File: src/rtl/ff_input_cond_if.sv
// Switch-input bundle between the cabinet pins and the game core.
// The conditioning block takes the slave side; whoever drives the pins takes master.
interface ff_input_cond_if #(
    parameter int N_CH = 10
);
    logic [N_CH-1:0] i_sw;
    logic [N_CH-1:0] o_level;
    logic [N_CH-1:0] o_rise;
    logic [N_CH-1:0] o_fall;
    logic [N_CH-1:0] o_pulse;

    modport master (
        output i_sw,
        input  o_level,
        input  o_rise,
        input  o_fall,
        input  o_pulse
    );

    modport slave (
        input  i_sw,
        output o_level,
        output o_rise,
        output o_fall,
        output o_pulse
    );
endinterface

File: src/rtl/ff_input_cond.sv
// Cabinet control conditioning: per-channel 2-flop sync, optional inversion,
// counter debounce, and registered level / edge strobes / fixed-length pulses.
module ff_input_cond #(
    parameter int              N_CH            = 10,
    parameter int              DEBOUNCE_CYCLES = 12000,
    parameter int              CNT_W           = 14,
    parameter logic [N_CH-1:0] INVERT          = {N_CH{1'b0}},
    parameter logic [N_CH-1:0] PULSE_MASK      = {N_CH{1'b0}},
    parameter int              PULSE_LEN       = 4,
    parameter int              PLS_W           = 3
) (
    input  logic           clk12m,
    input  logic           reset,
    ff_input_cond_if.slave sw_if
);

    localparam logic [CNT_W-1:0] CNT_MAX = CNT_W'(DEBOUNCE_CYCLES - 1);
    localparam logic [PLS_W-1:0] PLS_MAX = PLS_W'(PULSE_LEN - 1);

    logic [N_CH-1:0]  r_sync_p0;
    logic [N_CH-1:0]  r_sync_p1;
    logic [N_CH-1:0]  r_stable;
    logic [N_CH-1:0]  r_rise;
    logic [N_CH-1:0]  r_fall;
    logic [N_CH-1:0]  r_pulse;
    logic [CNT_W-1:0] r_cnt  [N_CH];
    logic [PLS_W-1:0] r_pcnt [N_CH];

    logic [N_CH-1:0]  w_v;
    logic [N_CH-1:0]  w_accept;

    // Inversion happens after the synchroniser, so inverted channels leave reset reading 1.
    assign w_v = r_sync_p1 ^ INVERT;

    always_comb begin
        w_accept = '0;
        for (int i = 0; i < N_CH; i++) begin
            w_accept[i] = (w_v[i] != r_stable[i]) && (r_cnt[i] == CNT_MAX);
        end
    end

    // Stage p0 -> p1: metastability chain, then the accepted level and its edges.
    always_ff @(posedge clk12m or negedge reset) begin
        if (!reset) begin
            r_sync_p0 <= '0;
            r_sync_p1 <= '0;
            r_stable  <= '0;
            r_rise    <= '0;
            r_fall    <= '0;
        end else begin
            r_sync_p0 <= sw_if.i_sw;
            r_sync_p1 <= r_sync_p0;
            r_stable  <= r_stable ^ w_accept;
            r_rise    <= w_accept & w_v;
            r_fall    <= w_accept & ~w_v;
        end
    end

    // Any cycle where the input agrees with the accepted level restarts the window.
    always_ff @(posedge clk12m or negedge reset) begin
        if (!reset) begin
            for (int i = 0; i < N_CH; i++) begin
                r_cnt[i] <= '0;
            end
        end else begin
            for (int i = 0; i < N_CH; i++) begin
                if (w_v[i] == r_stable[i]) begin
                    r_cnt[i] <= '0;
                end else if (r_cnt[i] == CNT_MAX) begin
                    r_cnt[i] <= '0;
                end else begin
                    r_cnt[i] <= r_cnt[i] + CNT_W'(1);
                end
            end
        end
    end

    // A running pulse ignores further rises; it is neither retriggered nor stretched.
    always_ff @(posedge clk12m or negedge reset) begin
        if (!reset) begin
            r_pulse <= '0;
            for (int i = 0; i < N_CH; i++) begin
                r_pcnt[i] <= '0;
            end
        end else begin
            for (int i = 0; i < N_CH; i++) begin
                if (!PULSE_MASK[i]) begin
                    r_pulse[i] <= 1'b0;
                    r_pcnt[i]  <= '0;
                end else if (r_pulse[i]) begin
                    if (r_pcnt[i] == '0) begin
                        r_pulse[i] <= 1'b0;
                    end else begin
                        r_pcnt[i] <= r_pcnt[i] - PLS_W'(1);
                    end
                end else if (w_accept[i] && w_v[i]) begin
                    r_pulse[i] <= 1'b1;
                    r_pcnt[i]  <= PLS_MAX;
                end
            end
        end
    end

    assign sw_if.o_level = r_stable;
    assign sw_if.o_rise  = r_rise;
    assign sw_if.o_fall  = r_fall;
    assign sw_if.o_pulse = r_pulse;

endmodule

File: src/flat_wrapper.sv
// flat-port wrapper written by rule: the top's interface ports become plain ports
module ff_input_cond_flat 
#(
    parameter int              N_CH            = 10,
    parameter int              DEBOUNCE_CYCLES = 12000,
    parameter int              CNT_W           = 14,
    parameter logic [N_CH-1:0] INVERT          = {N_CH{1'b0}},
    parameter logic [N_CH-1:0] PULSE_MASK      = {N_CH{1'b0}},
    parameter int              PULSE_LEN       = 4,
    parameter int              PLS_W           = 3
)
  (clk12m, reset, sw_if_i_sw, sw_if_o_level, sw_if_o_rise, sw_if_o_fall, sw_if_o_pulse);
  ff_input_cond_if #(.N_CH(N_CH)) sw_if_i ();
  input  logic clk12m;
  input  logic reset;
  input wire logic [$bits(sw_if_i.i_sw)-1:0] sw_if_i_sw;
  output wire logic [$bits(sw_if_i.o_level)-1:0] sw_if_o_level;
  output wire logic [$bits(sw_if_i.o_rise)-1:0] sw_if_o_rise;
  output wire logic [$bits(sw_if_i.o_fall)-1:0] sw_if_o_fall;
  output wire logic [$bits(sw_if_i.o_pulse)-1:0] sw_if_o_pulse;
  assign sw_if_i.i_sw = sw_if_i_sw;
  assign sw_if_o_level = sw_if_i.o_level;
  assign sw_if_o_rise = sw_if_i.o_rise;
  assign sw_if_o_fall = sw_if_i.o_fall;
  assign sw_if_o_pulse = sw_if_i.o_pulse;
  ff_input_cond #(.N_CH(N_CH), .DEBOUNCE_CYCLES(DEBOUNCE_CYCLES), .CNT_W(CNT_W), .INVERT(INVERT), .PULSE_MASK(PULSE_MASK), .PULSE_LEN(PULSE_LEN), .PLS_W(PLS_W)) u_core (.clk12m(clk12m), .reset(reset), .sw_if(sw_if_i));
endmodule
File: config.mk
export PLATFORM = sky130hd
export DESIGN_NAME = ff_input_cond_flat
export DESIGN_NICKNAME = d
export VERILOG_FILES = /design/src/rtl/ff_input_cond_if.sv /design/src/rtl/ff_input_cond.sv /design/src/flat_wrapper.sv
export SDC_FILE = /design/constraint.sdc
export NUM_CORES = 1
export LEC_CHECK = 0
export BUFFER_PORTS_ARGS = -buffer_cell sky130_fd_sc_hd__buf_2
export CORE_ASPECT_RATIO = 1.75
export CORE_UTILIZATION = 65
export CTS_CLUSTER_SIZE = 10
export DETAILED_ROUTE_END_ITERATION = 6
export PLACE_DENSITY = 0.9
export SYNTH_ARGS = -nofsm -noshare
export SYNTH_HDL_FRONTEND = slang
export SYNTH_SLANG_ARGS = --single-unit
export TNS_END_PERCENT = 1
File: constraint.sdc
create_clock -name clk12m -period 5.9 [get_ports clk12m]
set_clock_uncertainty 0.1 [all_clocks]
set_input_delay 0.59 -clock clk12m [delete_from_list [all_inputs] [get_ports clk12m]]
set_output_delay 0.59 -clock clk12m [all_outputs]
set_load 0.05 [all_outputs]
# Yosys cells after proc, flatten, opt, wreduce, memory -nomap -nowiden
# Cells that the tools add are included.
dict set report classes {
  n_div 0
  mul 0
  order_cmp 0
  addsub 10
  shifts 0
  bitwise_logic 4
  eq_ne 30
  n_reduce_logical 10
  mux 20
}
# operator count
set op_table {}
lappend op_table {{$mux 14} 20}
lappend op_table {{$add 14x1->14 const B} 10}
lappend op_table {{$eq 14x14->1 const B} 10}
lappend op_table {{$and 10x10->10} 2}
lappend op_table {{$eq 1x1->1} 10}
lappend op_table {{$logic_and 1x1->1} 10}
lappend op_table {{$ne 1x1->1} 10}
lappend op_table {{$not 10->10} 1}
lappend op_table {{$xor 10x10->10} 1}
dict set report totals {
  ff_bits 190
  n_memories 0
  output_inout_bits 40
  in_bits 12
  mem_bits_ro 0
  elab_cells 89
  mem_bits_rw 0
  latch_bits 0
}

# Longest topological paths before layout
# Gate-level depths: netlist of the first run.
dict set report depth {
  ltp_word 3
  ltp_mapped 7
  ltp_nobuf 5
}

# Worst setup path before layout of the first run
# Ideal clock, no wire load.
dict set report synth_timing {
  path_kind {flip-flop to flip-flop}
  startpoint {reg u_core.r_cnt[8] (netlist name)}
  endpoint {reg with a tool-made name}
  slack_ns 3.904
  synth_period_minus_slack_ns 1.996
  setup_time_ns 0.125
  arrival_ns 1.771
  stages_incl_launch_ff 4
  n_path_buf 0
  path_cell_list {dfrtp_1 -> or4b_1 -> or4_4 -> mux2_4}
}
# element line
set synth_rtl {}
lappend synth_rtl {{start, declared} ff_input_cond.sv:26} ;# logic [CNT_W-1:0] r_cnt [N_CH];
lappend synth_rtl {{start signal, assigned by index} ff_input_cond.sv:72} ;# r_cnt[i] <= r_cnt[i] + CNT_W'(1);

# Worst setup path in the final report of the first run
dict set report layout_timing {
  startpoint {reg u_core.r_cnt[14] (netlist name)}
  endpoint {reg u_core.r_cnt[24] (netlist name)}
}
dict set report layout_via {
  elab_chain_len 3
  word_cells_on_any_way 4
}
# element line
set layout_rtl {}
lappend layout_rtl {{$add 14x1->14 / $eq 14x14->1 (equally long branches)} {ff_input_cond.sv:72, ff_input_cond.sv:69}}
lappend layout_rtl {{$mux 14 (*)} ff_input_cond.sv:69} ;# end else if (r_cnt[i] == CNT_MAX) begin
lappend layout_rtl {{$mux 14 (*)} ff_input_cond.sv:67} ;# if (w_v[i] == r_stable[i]) begin
# Mark *: on every way between the ends. The rest lies on a longest branch, timed or not.

==> qor.csv, run 1 <==
metric;value;unit
setup-tns-final;0;ns
drive_gt1_share;10.40;%
layout_common_cells;dfrtp_1 (190), nor2_1 (144), xnor2_1 (89);
die_area;13470;um2
rsz0062_at_grt;no;
setup_viol;0;
cts-resized-gates;0;
cp.required;6.09;ns
cts_tree;done;
r2r_end;u_core.r_cnt[24]$_DFF_PN0_;
grt_pass1_wl;27.31;mm
setup.worst_path.class;reg -> reg;
place_ws;3.717;ns
cts.sinks;190;
postCtsSetupBuffers;0;
dr.max_layer_used;met4;
grt_usage;25.78;%
wl_met3;545;um
crit_arrival;2.43;ns
drv_slew;0;
diodes;0;
die_w;88.18;um
crit_start;u_core.r_cnt[14]$_DFF_PN0_;
totalWireLength;15.80;mm
multi_input_area;3562;um2
pwr_density_cell;274.5;nW/um2
tightest_slew;0.6916;ns
firstDrtPassIters;7;
relSlewSlack;53.89;%
io_pins;52;
drc;0;
fmax;0.4467;GHz
gp_congestion;0.9055;
cap_viol_max_count;0;
dr_wl_met2;8.762;mm
hpwl;10.63;mm
post_drt_wl_per_cell;15.58;um
vias;5940;
critPathLaunchType;flop;
ys_types;33;
fp.coreArea;12570;um2
postRouteAntennaNets;0;
core.rowCount;54;
path_cells;ha_1, nand4_1, or4_1, nand2_1, nor2_1;
drt-met1-wl;6.158;mm
synthToLayoutAreaGrowth;10.86;%
synth_seq_cells;190;
cp_top_family;simple AND/OR/NAND/NOR gates;
r2r_cells;5;
reg2reg_from;u_core.r_cnt[14]$_DFF_PN0_;
worst_slack;3.661;ns
ys_seq_area_share;56.29;%
drt_iter0_drc;375;
syn_avg_cell_area;10.77;um2
grt_pass1_vias;6116;
grt_overflow;0;
hold_viol;0;
holdBufCountCts;0;
peakVddDrop;0.2559;mV
clk_path_buf_depth;2;
crit_path_max_fanout;12;
synthesis.area;8447;um2
cts-htree-levels;4;
final_common_cell;dfrtp_1;
clk_latency;0.42;ns
cts_buffers;17;
outcome;finished clean;
fillers;802;
fin_crit_sh;37.94;%
yosys_warnings;0;
antenna_found_initial;0;
die_height;152.8;um
clk_pin_slew;0.07;ns
vias_per_cell;5.858;
cpPeakStageDelay;0.60;ns
cpMaxStageDelayCell;or4_1;
num-nets-final;857;
grt_max_degree;82;
r2r_slack;3.66;ns
crit_buf_inv;0;
syn_inst;784;
numPortBuffers;41;
cts-root-buf;clkbuf_16;
p_leak;0.004002;uW
critPathCapture;u_core.r_cnt[24]$_DFF_PN0_;
hp-class;in -> async;
crit_cells;5;
regArea;4755;um2
start_util;67.21;%
min_period;2.239;ns
critPathCaptureType;flop;
registers in the layout, indices dropped and copies added (netlist names), named ones only:
name	flops
u_core.r_sync_p1	10
u_core.r_sync_p0	10
u_core.sw_if.o_fall	10
u_core.sw_if.o_rise	10
u_core.r_cnt	140
per-stage QoR:
stage          hold slack, ns  cells  total power [uW]  util, %  instance area [um2]
6_report              0.09009   1014              2570    74.51                 9364
5_1_grt                0.1399   1014              2659    74.51                 9364
4_1_cts                0.1116   1014              2588    74.51                 9364
3_5_place_dp           0.2419    982              1469    69.86                 8780
3_3_place_gp           0.2329    982              1462    69.86                 8780
2_1_floorplan          0.1944    793              1430        -                 8481
cell usage after synthesis (all sizes together):
master | count | area (um2)
nand2b | 2 | 15.02
dfrtp | 190 | 4755
buf | 17 | 118.9
and2 | 11 | 68.82
nand4bb | 5 | 56.30
or4 | 9 | 75.07
nand3 | 47 | 235.2
nor3b | 20 | 150.1
conb | 1 | 3.750
a21oi | 2 | 10.01
ha | 12 | 150.1
nor4 | 20 | 125.1
and3 | 10 | 62.56
xor2 | 39 | 341.6
clkbuf | 5 | 18.77
nor2 | 144 | 540.5
o31ai | 2 | 15.01
nand4 | 42 | 262.8
and4 | 11 | 96.34
mux2 | 10 | 116.4
nand2 | 53 | 198.9
or4b | 2 | 20.02
nor3 | 25 | 125.1
xnor2 | 89 | 779.5
inv | 7 | 26.28
nand4b | 5 | 43.79
nor4bb | 3 | 30.03
or2 | 1 | 6.260
report_power, final:
part / internal (uW) / total, uW / switching (uW)
Sequential: 1330 / 1350 / 26.9
Clock: 631 / 1130 / 495
Combinational: 23.7 / 91.6 / 67.9
Total: 1980 / 2570 / 589
cells by family after synthesis:
family / synth area share, %
other: 0.04440
adder cells (fa/ha/maj): 1.777
AO/OA/AOI/OAI: 0.2962
buffers and inverters: 1.940
XOR/XNOR: 13.27
multiplexers: 1.378
flip-flops: 56.29
AND/OR/NAND/NOR: 25.00
how the worst min path moves through the flow:
stage                                              from                             to  slack [ns]  cells after the start
final                                             reset  u_core.r_sync_p0[7]$_DFF_PN0_        0.09                      1
after global routing                              reset     u_core.r_cnt[10]$_DFF_PN0_        0.14                      1
after CTS                                         reset     u_core.r_cnt[10]$_DFF_PN0_        0.11                      1
after detailed placement  u_core.r_sync_p0[1]$_DFF_PN0_  u_core.r_sync_p1[1]$_DFF_PN0_        0.24                      0
after global placement    u_core.r_sync_p0[6]$_DFF_PN0_  u_core.r_sync_p1[6]$_DFF_PN0_        0.23                      0
after floorplan                                   reset                      async pin        0.19                      0
area by class of cell:
| type | count | area share (%) |
|---|---|---|
| timing repair buffer | 43 | 2.418 |
| clock inverter | 14 | 1.657 |
| sequential | 190 | 50.77 |
| tap | 168 | 2.245 |
| clock buffer | 18 | 4.583 |
| inverter | 7 | 0.2806 |
| multi-input combinational | 574 | 38.04 |
metal layers:
metal / track usage (%) / up-vias
li1: - / 2776
met1: 30.14 / 2952
met2: 45.24 / 177
met3: 5.363 / 35
met4: 10.14 / 0
met5: 0 / -
Power figures use the tool's default switching activity.
==> inputs of run 2 (changes only) <==
--- a/config.mk
+++ b/config.mk
@@ -5,12 +5,13 @@
 export SDC_FILE = /design/constraint.sdc
 export NUM_CORES = 1
 export LEC_CHECK = 0
+export ABC_AREA = 1
 export BUFFER_PORTS_ARGS = -buffer_cell sky130_fd_sc_hd__buf_2
 export CORE_ASPECT_RATIO = 1.75
-export CORE_UTILIZATION = 65
+export CORE_UTILIZATION = 61
 export CTS_CLUSTER_SIZE = 10
 export DETAILED_ROUTE_END_ITERATION = 6
-export PLACE_DENSITY = 0.9
+export PLACE_DENSITY = 0.86
 export SYNTH_ARGS = -nofsm -noshare
 export SYNTH_HDL_FRONTEND = slang
 export SYNTH_SLANG_ARGS = --single-unit
==> constraint.sdc (replaced) <==
create_clock -name clk12m -period 2.06 [get_ports clk12m]
set_clock_uncertainty 0.1 [all_clocks]
set_input_delay 0.206 -clock clk12m [delete_from_list [all_inputs] [get_ports clk12m]]
set_output_delay 0.206 -clock clk12m [all_outputs]
set_load 0.05 [all_outputs]
==> qor.csv, run 2 <==
metric;value;unit;change
grt_util_met1;25.80;%;-4.3 points
synth_commonest_cells;nor2_1 (270), nand2_1 (249), dfrtp_1 (190);;
p_sw_share;23.94;%;+1.0 points
totalWireLength;17.50;mm;+11%
yosysTopAreaCellShare;50.98;%;-5.3 points
crit_arrival;1.85;ns;-0.58 ns
numPortBuffers;41;;unchanged
synth-main-ff-cell;dfrtp_1;;
relSlewSlack;64.70;%;+11 points
cts-root-buf;clkbuf_16;;
final_common_cell;nor2_1;;
vias_per_cell;5.267;;-10%
seq_power_share;51.9;%;-0.7 points
fin_crit_sh;80.39;%;+42 points
grt_pass1_wl;30.50;mm;+12%
post_drt_wl_per_cell;12.46;um;-20%
clkPwrFrac;43.7;%;about the same
hpwl;12.63;mm;+19%
hp-class;in -> async;;
instances_no_fill;1405;;+39%
vias;7400;;+25%
cts_buffers;17;;unchanged
critPathCaptureType;flop;;
clk_pin_slew;0.07;ns;about the same
cts-htree-levels;4;;unchanged
cpPeakStageDelay;0.39;ns;-0.21 ns
outcome;finished clean;;
synthesis.area;9326;um2;+10%
crit_path_max_fanout;10;;-2
drv_slew;0;;unchanged
fin_hold_ws;0.2337;ns;+0.1436 ns
synth_area_leader_cell;dfrtp_1;;
start_util;62.54;%;-4.7 points
synth_edf_count;0;;unchanged
cp.required;2.26;ns;-3.83 ns
drt_iter0_drc;389;;+3.7%
grt_use_met2;45.84;%;+0.61 points
hold_viol;0;;unchanged
core.rowCount;59;;+9.3%
dp.cells;1362;;+39%
p_leak;0.004711;uW;+18%
postRouteAntennaNets;0;;unchanged
setup.worst_path.class;reg -> reg;;
top_usage_layer;met2;;
grt_usage;24.45;%;-1.3 points
grt_pass1_vias;7482;;+22%
cts-resized-gates;0;;unchanged
path_common_cell;nor2_1;;
cp_top_family;simple AND/OR/NAND/NOR gates;;
syn_avg_cell_area;8.210;um2;-24%
p_int;5639;uW;+180%
top_register;u_core.r_cnt;;
largest_reg_flops;140;;unchanged
synth_seq_cells;190;;unchanged
cap_viol_max_count;0;;unchanged
die_height;165.6;um;+8.4%
cts_tree;done;;
yosys_warnings;0;;unchanged
min_period;1.656;ns;-0.5824 ns
num-nets-final;1233;;+44%
crit_buf_inv;0;;unchanged
peakVddDrop;0.4937;mV;+93%
die_area;15810;um2;+17%
async_flop_share;100.0;%;unchanged
grtUsageMet3;4.212;%;-1.2 points
ys_top_cells_by_area;dfrtp_1 (51%), nor2_1 (11%), nand2_1 (10%);;
pwr_density_cell;708.5;nW/um2;+160%
final_util;70.17;%;-4.3 points
die_w;95.47;um;+8.3%
clk_latency;0.42;ns;about the same
grt_max_degree;63;;-23%
clk_path_buf_depth;2;;unchanged
synth_most_common_cell;nor2_1;;
drc;0;;unchanged
ys_types;30;;-9.1%
setup-tns-final;0;ns;unchanged
p_switching;1775;uW;+200%
combPwrFrac;4.4;%;+0.8 points
fmax;0.6038;GHz;+35%
syn_inst;1136;;+45%
cpMaxStageDelayCell;dfrtp_1;;
setup_viol;0;;unchanged
path_cells;ha_1, nand2_1, nor2_1, nand3_1, nand2_2, nor2_1;;
antenna_found_initial;0;;unchanged
worst_slack;0.4039;ns;-3.258 ns
firstDrtPassIters;5;;-2
place_ws;0.4580;ns;-3.259 ns
gp_congestion;0.9177;;+1.3%
rsz0062_at_grt;no;;
critPathLaunchType;flop;;
cts.sinks;190;;unchanged
diodes;0;;unchanged
ys_seq_area_share;50.98;%;-5.3 points
grt_overflow;0;;unchanged
layout_common_cells;nor2_1 (270), nand2_1 (249), dfrtp_1 (190);;
synthToLayoutAreaGrowth;12.19;%;
io_pins;52;;unchanged
fp.coreArea;14910;um2;+19%
drive_gt1_share;11.87;%;+1.5 points
tightest_slew;0.5295;ns;-0.1621 ns
## run 2: cell count changes after synthesis, sizes merged, moves of 12 or more
cell / delta
xnor2: -82
nand2: +225
or2: +12
inv: +104
nor2: +148
o21bai: +26
nor4: -20
nand3: +14
o21ai: +17
## run 2: worst paths after layout
kind                                               startpoint                             to  slack [ns]  cells after the start
worst max-delay path               u_core.r_cnt[56]$_DFF_PN0_     u_core.r_cnt[65]$_DFF_PN0_        0.40                      6
worst min-delay path                                    reset  u_core.r_sync_p0[0]$_DFF_PN0_        0.23                      2
worst max register to register     u_core.r_cnt[56]$_DFF_PN0_     u_core.r_cnt[65]$_DFF_PN0_        0.40                      6
worst min register to register  u_core.r_sync_p0[3]$_DFF_PN0_  u_core.r_sync_p1[3]$_DFF_PN0_        0.24                      0
max in group asynchronous                               reset     u_core.r_cnt[47]$_DFF_PN0_        1.03                      3
min in group clk12m             u_core.r_sync_p0[3]$_DFF_PN0_  u_core.r_sync_p1[3]$_DFF_PN0_        0.24                      0
## run 2: kinds of logic after synthesis
group           count (synthesis)  share of synthesized area (%)
fa+ha+maj                      12                          1.610
other cells                     1                        0.04021
buf+inv                       125                          5.849
xor+xnor                       53                          4.977
flops                         190                          50.98
compound gates                 48                          3.367
simple gates                  707                          33.18
## run 2: timing repair
item                                    CTS  global route
buffers inserted                          0             0
endpoints found under the hold margin    65             0
endpoints found under the setup margin    0             0
hold buffers                             11             0
## run 2: layout make-up
cell class	count	area, um2
clock buffer	18	439.2
fill	1162	4448
timing repair buffer	59	414.1
inverter	111	416.7
clock inverter	14	150.1
multi-input combinational	830	4060
tap	183	229.0
sequential	190	4755
## run 2: power by group through the flow
stage | combinational, uW | sequential (uW) | clock [uW]
3_3_place_gp | 307 | 3910 | 0
4_1_cts | 335 | 3850 | 3300
2_1_floorplan | 203 | 3910 | 0
3_5_place_dp | 317 | 3920 | 0
5_1_grt | 376 | 3850 | 3470
6_report | 326 | 3850 | 3240
## run 2: through the flow
step	area [um2]	power (uW)
after floorplan	9360	4110
after global placement	9764	4220
after detailed placement	9764	4235
after CTS	10460	7482
after global routing	10460	7703
final	10460	7414
## run 2: worst reg2reg max path: stages (launching register included)
cell and delay (ns):
dfrtp_1 0.39, ha_1 0.19, nand2_1 0.11, nor2_1 0.27, nand3_1 0.19, nand2_2 0.21, nor2_1 0.08
## run 2: metal layers
| metal | up-vias | wire length (um) |
|---|---|---|
| met1 | 3502 | 6661 |
| met2 | 160 | 9798 |
| met3 | 51 | 514 |
| met4 | 0 | 529 |
| met5 | - | 0 |
| li1 | 3687 | - |
==> inputs of run 3 (changes only) <==
--- a/config.mk
+++ b/config.mk
@@ -5,13 +5,13 @@
 export SDC_FILE = /design/constraint.sdc
 export NUM_CORES = 1
 export LEC_CHECK = 0
-export ABC_AREA = 1
+export ABC_AREA = 0
 export BUFFER_PORTS_ARGS = -buffer_cell sky130_fd_sc_hd__buf_2
 export CORE_ASPECT_RATIO = 1.75
-export CORE_UTILIZATION = 61
+export CORE_UTILIZATION = 55
 export CTS_CLUSTER_SIZE = 10
 export DETAILED_ROUTE_END_ITERATION = 6
-export PLACE_DENSITY = 0.86
+export PLACE_DENSITY = 0.82
 export SYNTH_ARGS = -nofsm -noshare
 export SYNTH_HDL_FRONTEND = slang
 export SYNTH_SLANG_ARGS = --single-unit
==> constraint.sdc (replaced) <==
create_clock -name clk12m -period 1.4 [get_ports clk12m]
set_clock_uncertainty 0.1 [all_clocks]
set_input_delay 0.14 -clock clk12m [delete_from_list [all_inputs] [get_ports clk12m]]
set_output_delay 0.14 -clock clk12m [all_outputs]
set_load 0.05 [all_outputs]
==> qor.csv, run 3 (synthesis gave the netlist of run 1 again) <==
metric;value;unit;change
outcome;finished, violations left;;
violations;setup timing;;
placedInstanceArea;10350;um2;+6.0%
layout_common_cells;buf_4 (191), dfrtp_1 (187), nor2_1 (141);;
setup_viol;161;;+161
cp.required;1.62;ns;-0.64 ns
die_area;15880;um2;+0.44%
cts-htree-levels;4;;unchanged
peakVddDrop;1.136;mV;+130%
final_util;76.34;%;+6.2 points
critPathLaunchType;flop;;
postRouteAntennaNets;0;;unchanged
fin_crit_sh;142.8;%;+62 points
die_w;95.68;um;+0.22%
num-nets-final;1063;;-14%
crit_path_max_fanout;4;;-6
crit_arrival;2.21;ns;+0.36 ns
hpwl;13.17;mm;+4.3%
crit_start;u_core.r_cnt[5]$_DFF_PN0_;;
firstDrtPassIters;5;;unchanged
reg2reg_from;u_core.r_cnt[5]$_DFF_PN0_;;
drt_iter0_drc;571;;+47%
io_pins;52;;unchanged
rsz0062_at_grt;yes;;
die_height;165.9;um;+0.22%
critPathCaptureType;flop;;
fmax;0.5003;GHz;-17%
largest_reg_flops;140;;unchanged
start_util;56.65;%;-5.9 points
grt_overflow;0;;unchanged
antenna_found_initial;0;;unchanged
cpPeakStageDelay;0.54;ns;+0.15 ns
top_usage_layer;met2;;
totalWireLength;23.89;mm;+37%
cp_top_family;simple AND/OR/NAND/NOR gates;;
numPortBuffers;41;;unchanged
grt_use_met2;55.28;%;+9.4 points
crit_buf_inv;0;;unchanged
path_cells;or4b_1, or4_4, mux2_4;;
grt_util_met1;31.56;%;+5.8 points
cts_tree;done;;
hp-class;in -> async;;
cts.sinks;190;;unchanged
top_register;u_core.r_cnt;;
final_common_cell;buf_4;;
grt_max_degree;44;;-30%
vias;7294;;-1.4%
finalPower;11580;uW;+56%
post_drt_wl_per_cell;19.35;um;+55%
clk_latency;0.44;ns;+0.02 ns
diodes;0;;unchanged
grt_pass1_wl;36.77;mm;+21%
pwr_density_cell;1017;nW/um2;+44%
min_period;1.999;ns;+0.3425 ns
hold_viol;0;;unchanged
cts_buffers;17;;unchanged
fp.coreArea;14910;um2;unchanged
worst_slack;-0.5986;ns;-1.002 ns
clk_path_buf_depth;2;;unchanged
cts-root-buf;clkbuf_16;;
drv_slew;0;;unchanged
setup.worst_path.class;reg -> reg;;
drc;0;;unchanged
grt_usage;30.28;%;+5.8 points
synthToLayoutAreaGrowth;34.77;%;
cpMaxStageDelayCell;or4b_1;;
p_leak;0.005122;uW;+8.7%
place_ws;-0.6132;ns;-1.071 ns
design_area;11380;um2;+8.8%
gp_congestion;0.8599;;-6.3%
clk_pin_slew;0.07;ns;about the same
vias_per_cell;5.906;;+12%
postCtsSetupBuffers;0;;unchanged
grtUsageMet3;6.136;%;+1.9 points
drive_gt1_share;31.56;%;+20 points
cap_viol_max_count;0;;unchanged
grt_pass1_vias;7663;;+2.4%
core.rowCount;59;;unchanged
fin_hold_ws;0.06399;ns;-0.1697 ns
[run 3: changes by cell type in the layout (fill, tap and decap cells not counted), sizes merged, moves of 20 or more]
cell	before	now
buf	47	236
inv	117	13
nand2	278	53
nor2	292	144
nor4	0	20
o21bai	26	0
xnor2	7	89
[run 3: layout make-up]
class                      count  area (um2)
fill                         836        3528
inverter                       7       26.28
tap                          183       229.0
sequential                   190        4758
multi-input combinational    574        3807
clock inverter                13       173.9
clock buffer                  19       442.9
timing repair buffer         249        1946
[run 3: path summary, 6_finish.rpt]
check | end | slack (ns) | depth (start not counted)
setup / recovery | flop | -0.60 | 3
hold / removal | u_core.r_cnt[70]$_DFF_PN0_ | 0.06 | 2
setup reg to reg | flop | -0.60 | 3
hold reg to reg | u_core.r_sync_p1[0]$_DFF_PN0_ | 0.25 | 0
max in group asynchronous | u_core.r_cnt[87]$_DFF_PN0_ | 0.60 | 3
min in group clk12m | u_core.r_sync_p0[5]$_DFF_PN0_ | 0.25 | 2
[run 3: stage by stage]
| stage | instances | setup TNS, ns |
|---|---|---|
| after floorplan | 793 | -54.00 |
| after global placement | 1192 | -46.16 |
| after detailed placement | 1192 | -53.29 |
| after CTS | 1235 | -45.50 |
| after global routing | 1235 | -58.34 |
| final | 1235 | -51.66 |
[run 3: layer usage]
metal,part of all wire [%],wire length [um]
met5,0,0
met2,55,13240
met1,34,8162
met3,4.6,1108
met4,5.8,1381
[run 3: where the power goes]
| group | switching [uW] | leakage, uW | internal, uW |
|---|---|---|---|
| Sequential | 83.2 | 0.00258 | 5580 |
| Clock | 2290 | 0.000292 | 2900 |
| Combinational | 426 | 0.00225 | 292 |
| Total | 2800 | 0.00512 | 8780 |
[run 3: repair_timing]
item / in CTS / in global routing
pin swaps: 19 / 16
setup endpoints to repair: 166 / 168
hold buffers: 11 / 0
resized for setup: 43 / 36
hold endpoints to repair: 200 / 0
